## src/rtl/adxl_fifo_pkg.sv

```systemverilog
// Shared types and constants for the ADXL sample FIFO.
package adxl_fifo_pkg;

  localparam int unsigned FIFO_DEPTH = 96;
  localparam int unsigned DATA_W     = 20;
  localparam int unsigned ENTRY_W    = 21;
  localparam int unsigned PTR_W      = 7;
  localparam int unsigned CNT_W      = 7;

  localparam logic [7:0] EMPTY_BYTE2 = 8'h02;

  typedef enum logic [1:0] {
    IDLE = 2'd0,
    WR_X = 2'd1,
    WR_Y = 2'd2,
    WR_Z = 2'd3
  } seq_state_t;

  typedef enum logic [1:0] {
    BP_0 = 2'd0,
    BP_1 = 2'd1,
    BP_2 = 2'd2
  } byte_phase_t;

  // One stored axis entry: sample data plus X-axis marker in the LSB.
  typedef struct packed {
    logic [DATA_W-1:0] data;
    logic              x_marker;
  } fifo_entry_t;

  // Ring pointer increment, wrapping after the last entry.
  function automatic logic [PTR_W-1:0] ptr_inc(input logic [PTR_W-1:0] p);
    return (p == PTR_W'(FIFO_DEPTH - 1)) ? '0 : p + PTR_W'(1);
  endfunction

endpackage

```

## src/rtl/adxl_fifo_mem.sv

```systemverilog
// Entry storage: one write port, one synchronous read port, no reset.
module adxl_fifo_mem
  import adxl_fifo_pkg::*;
(
  input  logic             clk,
  input  logic             wr_en,
  input  logic [PTR_W-1:0] wr_addr,
  input  fifo_entry_t      wr_data,
  input  logic [PTR_W-1:0] rd_addr,
  output fifo_entry_t      rd_data
);

  fifo_entry_t mem [FIFO_DEPTH];

  // Write port.
  always_ff @(posedge clk) begin
    if (wr_en) mem[wr_addr] <= wr_data;
  end

  // Registered read port.
  always_ff @(posedge clk) begin
    rd_data <= mem[rd_addr];
  end

endmodule

```

## src/rtl/adxl_sample_fifo.sv

```systemverilog
// Sample FIFO: triplet write sequencer, byte-serial read side, level flags.
module adxl_sample_fifo
  import adxl_fifo_pkg::*;
(
  input  logic              mems_clk,
  input  logic              rst,
  input  logic              samp_valid,
  input  logic [DATA_W-1:0] xdata_in,
  input  logic [DATA_W-1:0] ydata_in,
  input  logic [DATA_W-1:0] zdata_in,
  input  logic [CNT_W-1:0]  fifo_samples,
  input  logic              standby,
  input  logic              cs_n,
  input  logic              fifo_rd_en,
  input  logic              ovr_clr,
  output logic [7:0]        fifo_data_in,
  output logic [CNT_W-1:0]  FIFO_ENTRIES_in,
  output logic              fifo_full,
  output logic              FIFO_OVR
);

  seq_state_t        state;
  logic [DATA_W-1:0] x_q, y_q, z_q;
  logic [PTR_W-1:0]  wr_ptr, rd_ptr;
  logic [CNT_W-1:0]  entries;
  byte_phase_t       bp;
  logic              rd_empty;
  logic              cs_n_q;
  fifo_entry_t       wr_data, rd_data;

  logic             wr_en_c, space_ok_c, samp_drop_c, rd_adv_c, pop_c, cs_rise_c;
  logic             empty_view_c;
  logic [CNT_W-1:0] wm_c;

  // Write/pop qualifiers and effective watermark.
  always_comb begin
    wr_en_c      = (state != IDLE) && !standby;
    space_ok_c   = (8'(entries) + 8'd3) <= 8'(FIFO_DEPTH);
    samp_drop_c  = samp_valid && !standby && ((state != IDLE) || !space_ok_c);
    rd_adv_c     = fifo_rd_en && !standby;
    pop_c        = rd_adv_c && (bp == BP_2) && !rd_empty;
    cs_rise_c    = cs_n && !cs_n_q;
    empty_view_c = rd_empty || ((bp == BP_0) && (entries == '0));
    wm_c         = (fifo_samples > CNT_W'(FIFO_DEPTH)) ? CNT_W'(FIFO_DEPTH) : fifo_samples;
    case (state)
      WR_X:    wr_data = '{data: x_q, x_marker: 1'b1};
      WR_Y:    wr_data = '{data: y_q, x_marker: 1'b0};
      default: wr_data = '{data: z_q, x_marker: 1'b0};
    endcase
  end

  // Write sequencer: latch a triplet, then write X, Y, Z on successive cycles.
  always_ff @(posedge mems_clk or posedge rst) begin
    if (rst) begin
      state <= IDLE;
      x_q   <= '0;
      y_q   <= '0;
      z_q   <= '0;
    end else if (standby) begin
      state <= IDLE;
    end else begin
      case (state)
        IDLE: begin
          if (samp_valid && space_ok_c) begin
            x_q   <= xdata_in;
            y_q   <= ydata_in;
            z_q   <= zdata_in;
            state <= WR_X;
          end
        end
        WR_X:    state <= WR_Y;
        WR_Y:    state <= WR_Z;
        default: state <= IDLE;
      endcase
    end
  end

  // Write pointer.
  always_ff @(posedge mems_clk or posedge rst) begin
    if (rst)           wr_ptr <= '0;
    else if (standby)  wr_ptr <= '0;
    else if (wr_en_c)  wr_ptr <= ptr_inc(wr_ptr);
  end

  // Read side: byte phase, empty-triplet latch, head pointer, burst restart.
  always_ff @(posedge mems_clk or posedge rst) begin
    if (rst) begin
      rd_ptr   <= '0;
      bp       <= BP_0;
      rd_empty <= 1'b0;
      cs_n_q   <= 1'b1;
    end else begin
      cs_n_q <= cs_n;
      if (standby) begin
        rd_ptr   <= '0;
        bp       <= BP_0;
        rd_empty <= 1'b0;
      end else begin
        if (rd_adv_c) begin
          case (bp)
            BP_0: begin
              bp       <= BP_1;
              rd_empty <= (entries == '0);
            end
            BP_1:    bp <= BP_2;
            default: begin
              bp       <= BP_0;
              rd_empty <= 1'b0;
            end
          endcase
        end
        if (pop_c) rd_ptr <= ptr_inc(rd_ptr);
        // A partially read entry stays at the head and is re-read from byte 0.
        if (cs_rise_c && (bp != BP_0)) begin
          bp       <= BP_0;
          rd_empty <= 1'b0;
        end
      end
    end
  end

  // Committed entry count.
  always_ff @(posedge mems_clk or posedge rst) begin
    if (rst)              entries <= '0;
    else if (standby)     entries <= '0;
    else if (wr_en_c && !pop_c) entries <= entries + CNT_W'(1);
    else if (!wr_en_c && pop_c) entries <= entries - CNT_W'(1);
  end

  // Watermark and sticky overrun flags; overrun set beats clear.
  always_ff @(posedge mems_clk or posedge rst) begin
    if (rst) begin
      fifo_full <= 1'b0;
      FIFO_OVR  <= 1'b0;
    end else begin
      fifo_full <= (wm_c != '0) && (entries >= wm_c);
      if (samp_drop_c)  FIFO_OVR <= 1'b1;
      else if (ovr_clr) FIFO_OVR <= 1'b0;
    end
  end

  // Output byte register.
  always_ff @(posedge mems_clk or posedge rst) begin
    if (rst) begin
      fifo_data_in <= 8'h00;
    end else if (empty_view_c) begin
      fifo_data_in <= (bp == BP_2) ? EMPTY_BYTE2 : 8'h00;
    end else begin
      case (bp)
        BP_0:    fifo_data_in <= rd_data.data[19:12];
        BP_1:    fifo_data_in <= rd_data.data[11:4];
        default: fifo_data_in <= {rd_data.data[3:0], 3'b000, rd_data.x_marker};
      endcase
    end
  end

  assign FIFO_ENTRIES_in = entries;

  adxl_fifo_mem u_mem (
    .clk     (mems_clk),
    .wr_en   (wr_en_c),
    .wr_addr (wr_ptr),
    .wr_data (wr_data),
    .rd_addr (rd_ptr),
    .rd_data (rd_data)
  );

endmodule

```

## config.mk

```make
export PLATFORM = sky130hd
export DESIGN_NAME = adxl_sample_fifo
export DESIGN_NICKNAME = d
export VERILOG_FILES = /design/src/rtl/adxl_fifo_pkg.sv /design/src/rtl/adxl_fifo_mem.sv /design/src/rtl/adxl_sample_fifo.sv
export SDC_FILE = /design/constraint.sdc
export NUM_CORES = 2
export LEC_CHECK = 0
export CAP_MARGIN = 10
export CORE_UTILIZATION = 30
export CTS_CLUSTER_SIZE = 12
export DETAILED_ROUTE_END_ITERATION = 10
export PLACE_DENSITY = 0.56
export SLEW_MARGIN = 20
export SYNTH_ARGS = -nofsm -noshare
export SYNTH_HDL_FRONTEND = slang
export SYNTH_HIERARCHICAL = 1
export SYNTH_SLANG_ARGS = --single-unit
```

## constraint.sdc

```tcl
create_clock -name mems_clk -period 7 [get_ports mems_clk]
set_clock_uncertainty 0.2 [all_clocks]
set_input_delay 1.05 -clock mems_clk [delete_from_list [all_inputs] [get_ports mems_clk]]
set_output_delay 1.05 -clock mems_clk [all_outputs]
set_load 0.05 [all_outputs]
```

# After elaboration in Yosys (flattened, before gate mapping)
# Memory sizes are Yosys's and may differ from the RTL's. A register that Yosys moved wholly into a read port is not among the register bits.
# Cells that the tools add are included.
# W data, S select, Z words.
# classes
magnitude_cmp	3
mux	29
n_bitwise	1
eq_ne	8
reduce_logical	34
add_sub_neg	5
# op_table
operator	count
$mux W7	10
$pmux W21 S2	1
$add A7 B1 Y7 const B	3
$pmux W8 S2	1
$eq A7 B7 Y1 const B	2
$logic_and A1 B1 Y1	13
$mux W2	6
$reduce_bool A2 Y1	5
$add A7 B2 Y8 const B	1
$le A8 B7 Y1 const B	1
$mux W8	1
$ge A7 B7 Y1	1
$gt A7 B7 Y1 const B	1
$logic_not A7 Y1	1
$mux W1	7
$reduce_bool A7 Y1	1
$sub A7 B1 Y7 const B	1
$logic_not A1 Y1	6
$ne A3 B3 Y1 const B	2
$pmux W2 S3	1
$reduce_bool A3 Y1	2
$eq A2 B1 Y1 const B	2
$eq A2 B2 Y1 const B	2
$logic_not A2 Y1	2
6 further kinds	7
# word_totals
input_bits	74
memories	1
ramBits	2016
elab_cells	94
ff_bits	97
out_inout_bits	17
# mem_list
memory	depth	width	rd	rd_ports_with_merged_regs	wr	line	source
u_mem.mem	96	21	1	1	1	adxl_fifo_mem.sv:13	fifo_entry_t mem [FIFO_DEPTH];

# Longest topological paths before layout
# logic_depth
word_depth	8
mapped_depth	12
depth_no_buf	11

# Modules after synthesis
# The synthesis kept the hierarchy.
# by_module_without_submodules
mod	cells_per_inst	area_per_inst_um2	instances	seq_area_each_um2
adxl_fifo_mem	3550	78147.4	1	60958.5
adxl_sample_fifo	431	4840.9	1	2428.6

# Worst setup path after synthesis
# Ideal clock, no wire load.
# synth_timing
path_type	reg-to-reg
from	reg state[0]
to	mem u_mem/mem[0][10] (netlist name), data pin
period_less_slack_ps	4759
required_ps	6080
setup_slack_ps	2241
path_stages_with_launch	7
setup_time_ps	720
n_path_buf	2
arrival_ps	3839
cell_sequence	dfrtp_1 -> inv_1 -> ha_1 -> clkbuf_1 -> clkbuf_1 -> nor2_1 -> a21oi_1
# synth_rtl
item	line	source
start: declaration	adxl_sample_fifo.sv:22	seq_state_t state;
start signal: assignment	adxl_sample_fifo.sv:55	state <= IDLE;
start signal: assignment	adxl_sample_fifo.sv:60	state <= IDLE;
start signal: assignment	adxl_sample_fifo.sv:68	state <= WR_X;
end: declaration	adxl_fifo_mem.sv:13	

==> results.json <==
{
  "clk-insertion-delay-late_ns": 0.85,
  "grt-ovfl-total": 0,
  "min_path_type": "flop to flop",
  "synth-simple-area-share": 0.02736,
  "cts_made_buffers": 219,
  "regArea_um2": 63400,
  "reg2reg_from": "rd_ptr[0]",
  "async_reset_ff_frac": 0.04545,
  "clockRootBuffer": "clkbuf_16",
  "yosysMostFrequentCell": "edfxtp_1",
  "synth_warnings": 6,
  "p_int_mw": 25.47,
  "period_share": 0.6304,
  "synth_top_family_by_area": "multiplexers",
  "holdPathEnd": "y_q[3]",
  "cts_buffer_depth": 3,
  "synth_top_cell_area_share": 0.7295,
  "power_frac_seq": 0.501,
  "first_global_vias": 41840,
  "synthDistinctLibCells": 79,
  "switching_power_mw": 11.46,
  "cp-start-kind": "flop",
  "final_util": 0.3502,
  "drt-initial-drc-count": 5242,
  "dr.pass1.iters": 6,
  "met2_usage": 0.2613,
  "cts.htree.levels": 4,
  "antenna_found_initial": 12,
  "postCtsSetupBuffers": 0,
  "slowest_delay_ns": 1.05,
  "grt_pass1_wl_um": 329900,
  "r2r-end": "u_mem/rd_data[8]",
  "synth-main-ff-cell": "edfxtp_1",
  "whs_ns": 0.3067,
  "synthXorXnorAreaFrac": 0.001387,
  "p_sw_frac": 0.3104,
  "cts_resized": 0,
  "ctsHoldBuffers": 0,
  "p_clk_frac": 0.294,
  "viasPerCell": 5.193,
  "wirelength_um": 236000,
  "vias": 42260,
  "worstPathCellList": "buf_4, buf_4, mux4_2, a22oi_1, o21ai_0, nor3_1, o311ai_1",
  "grt_use_met3": 0.03993,
  "coreArea_um2": 274300,
  "io_buffer_count": 90,
  "antenna_left": 0,
  "holdPathStages": 1,
  "synth_nets": 4074,
  "wl_per_cell_um": 28.99,
  "synth_edf_count": 2016,
  "cts.sinks": 2134,
  "dieHeight_um": 528.0,
  "use_met1": 0.2284,
  "grt_use_total": 0.1670,
  "synth_compound_area_frac": 0.02934,
  "tritoncts": "built",
  "crit_type": "flop to flop",
  "p_leak_nw": 29.06,
  "syn2layout_area_growth_pct": 15.77,
  "worst_ep_arrival_time_ns": 4.87,
  "synthCells": 3981,
  "synth.largest_area_cell": "edfxtp_1",
  "drive_gt1_frac": 0.2599,
  "initial_core_util": 0.3025,
  "status": "finished, final reports clean",
  "grt_max_degree": 91,
  "netlist_area_um2": 82990,
  "layout_min_cycle_time_ns": 4.413,
  "nets": 4379,
  "synth_adder_area_share": 0.002955,
  "worstMarginPinSlew_ns": 1.211,
  "finalHoldViolCount": 0,
  "multi_input_area_um2": 18810,
  "hpwl_um": 144600,
  "crit_buf_inv": 2,
  "num-fill-cells": 25500,
  "die_w_um": 528.0,
  "die_area_um2": 278700,
  "path_common_cell": "buf_4",
  "setup_viol": 0,
  "power_mw": 36.93,
  "io_pins": 91,
  "synthMuxAreaShare": 0.1588,
  "cp.required_ns": 7.46,
  "seq_area_frac_synth": 0.7638,
  "avgSynthCellArea_um2": 20.85,
  "slew_headroom": 0.1906,
  "ys_top_cells_by_count": "2,016 x edfxtp_1, 461 x mux4_2, 192 x nor2_1",
  "path_clk_slew_ns": 0.06,
  "crit_family": "flip-flops",
  "worstSetupEndpointType": "flop",
  "powerDensity_nw_per_um2": 384.4,
  "synthTopCellsByArea": "edfxtp_1 73%, mux4_2 13%, dfrtp_1 2.9%, mux2i_1 2.2%, mux2_2 1.0%",
  "slew_viol_final": 0,
  "rows": 192,
  "grt.busiest_layer": "met2",
  "min-delay-start": "y_q[3]",
  "ir_drop_mv": 0.4226,
  "rsz0062_at_grt": "no",
  "gp_congestion": 0.8714,
  "comb_power_share": 0.205,
  "drt_drc_violations_left": 0,
  "tns_ns": 0,
  "reg2reg_depth": 7,
  "r2r_setup_slack_ns": 2.59,
  "crit_slowest_cell": "dfrtp_4",
  "cp_max_fo": 29,
  "yosys_register_bits": 2134,
  "max_freq_ghz": 0.2266,
  "drv_cap": 0
}
==> power groups by stage <==
stage | logic, mW | clock network (mW) | registers, mW
after global routing | 7.87 | 11.5 | 18.5
final | 7.57 | 10.9 | 18.5
after floorplan | 2.81 | 0 | 19.3
after global placement | 7.30 | 0 | 18.7
after detailed placement | 7.64 | 0 | 18.8
after CTS | 7.62 | 11.1 | 18.5
==> metal layers <==
| metal | vias to the layer above | wire length [um] |
|---|---|---|
| met5 | - | 35 |
| met4 | 6 | 7694 |
| met3 | 376 | 21690 |
| met2 | 1908 | 109500 |
| met1 | 22840 | 97050 |
| li1 | 17140 | - |
==> area by class of cell <==
cell class                      instances  share of cell area
Inverter                               15           0.0006121
Clock inverter                         80            0.007540
Sequential cell                      2134              0.6599
Clock buffer                          307             0.06080
Antenna cell                            1          0.00002605
Tap cell                             3686             0.04800
Multi-Input combinational cell       1618              0.1958
Timing Repair Buffer                  298             0.02730
==> flip-flops by register name, summed over array words and instances, names as in the netlist, 2 cells and up <==
name and cells:
z_q 20, fifo_data_in 8, wr_ptr 7, y_q 20
bp 2, FIFO_ENTRIES_in 7, u_mem/mem 2016, x_q 20
u_mem/rd_data 21, rd_ptr 7, state 2
==> worst max-delay path by stage <==
stage | depth (start not counted) | slack, ns | endpoint | startpoint
floorplan | 6 | 2.24 | u_mem/mem[0][10] | state[0]
global placement | 7 | 2.07 | u_mem/mem[16][18] | standby
detailed placement | 7 | 2.01 | u_mem/mem[16][20] | standby
CTS | 7 | 2.53 | u_mem/rd_data[8] | rd_ptr[0]
global route | 7 | 2.52 | u_mem/rd_data[14] | rd_ptr[0]
finish | 7 | 2.59 | u_mem/rd_data[8] | rd_ptr[0]
==> per-stage QoR <==
step                      cell area [um2]  worst slack [ns]  std cells
after floorplan                     82990             2.241       3981
after global placement              89460             2.069       7749
after detailed placement            89510             2.015       7751
after CTS                           96080             2.525       8138
after global routing                96080             2.519       8138
final                               96080             2.587       8139
==> cells by family after synthesis <==
logic type | count (synthesis)
buffers and inverters | 229
flip-flops | 2134
multiplexers | 726
AND/OR/NAND/NOR | 504
XOR/XNOR | 11
adder cells (fa/ha/maj) | 19
AO/OA/AOI/OAI | 358
==> cell usage in the layout, fill, tap and decap left out, types with 23 or more instances in the layout <==
cell type	synthesis	layout
o22ai_1	48	48
nor2_1	192	104
clkbuf_16	0	220
edfxtp_1	2016	2016
mux2_2	77	77
nand2_1	120	120
dfrtp_1	96	91
nor2b_1	30	26
mux2i_1	185	185
mux4_2	461	461
a22oi_1	80	80
nor3_1	32	23
clkdlybuf4s50_1	0	90
nor2_2	1	83
clkinv_1	1	36
clkbuf_1	79	86
nand3_1	71	70
buf_4	26	194
a21oi_1	61	41
o21ai_0	45	45
(Power assumes the default switching activity.)
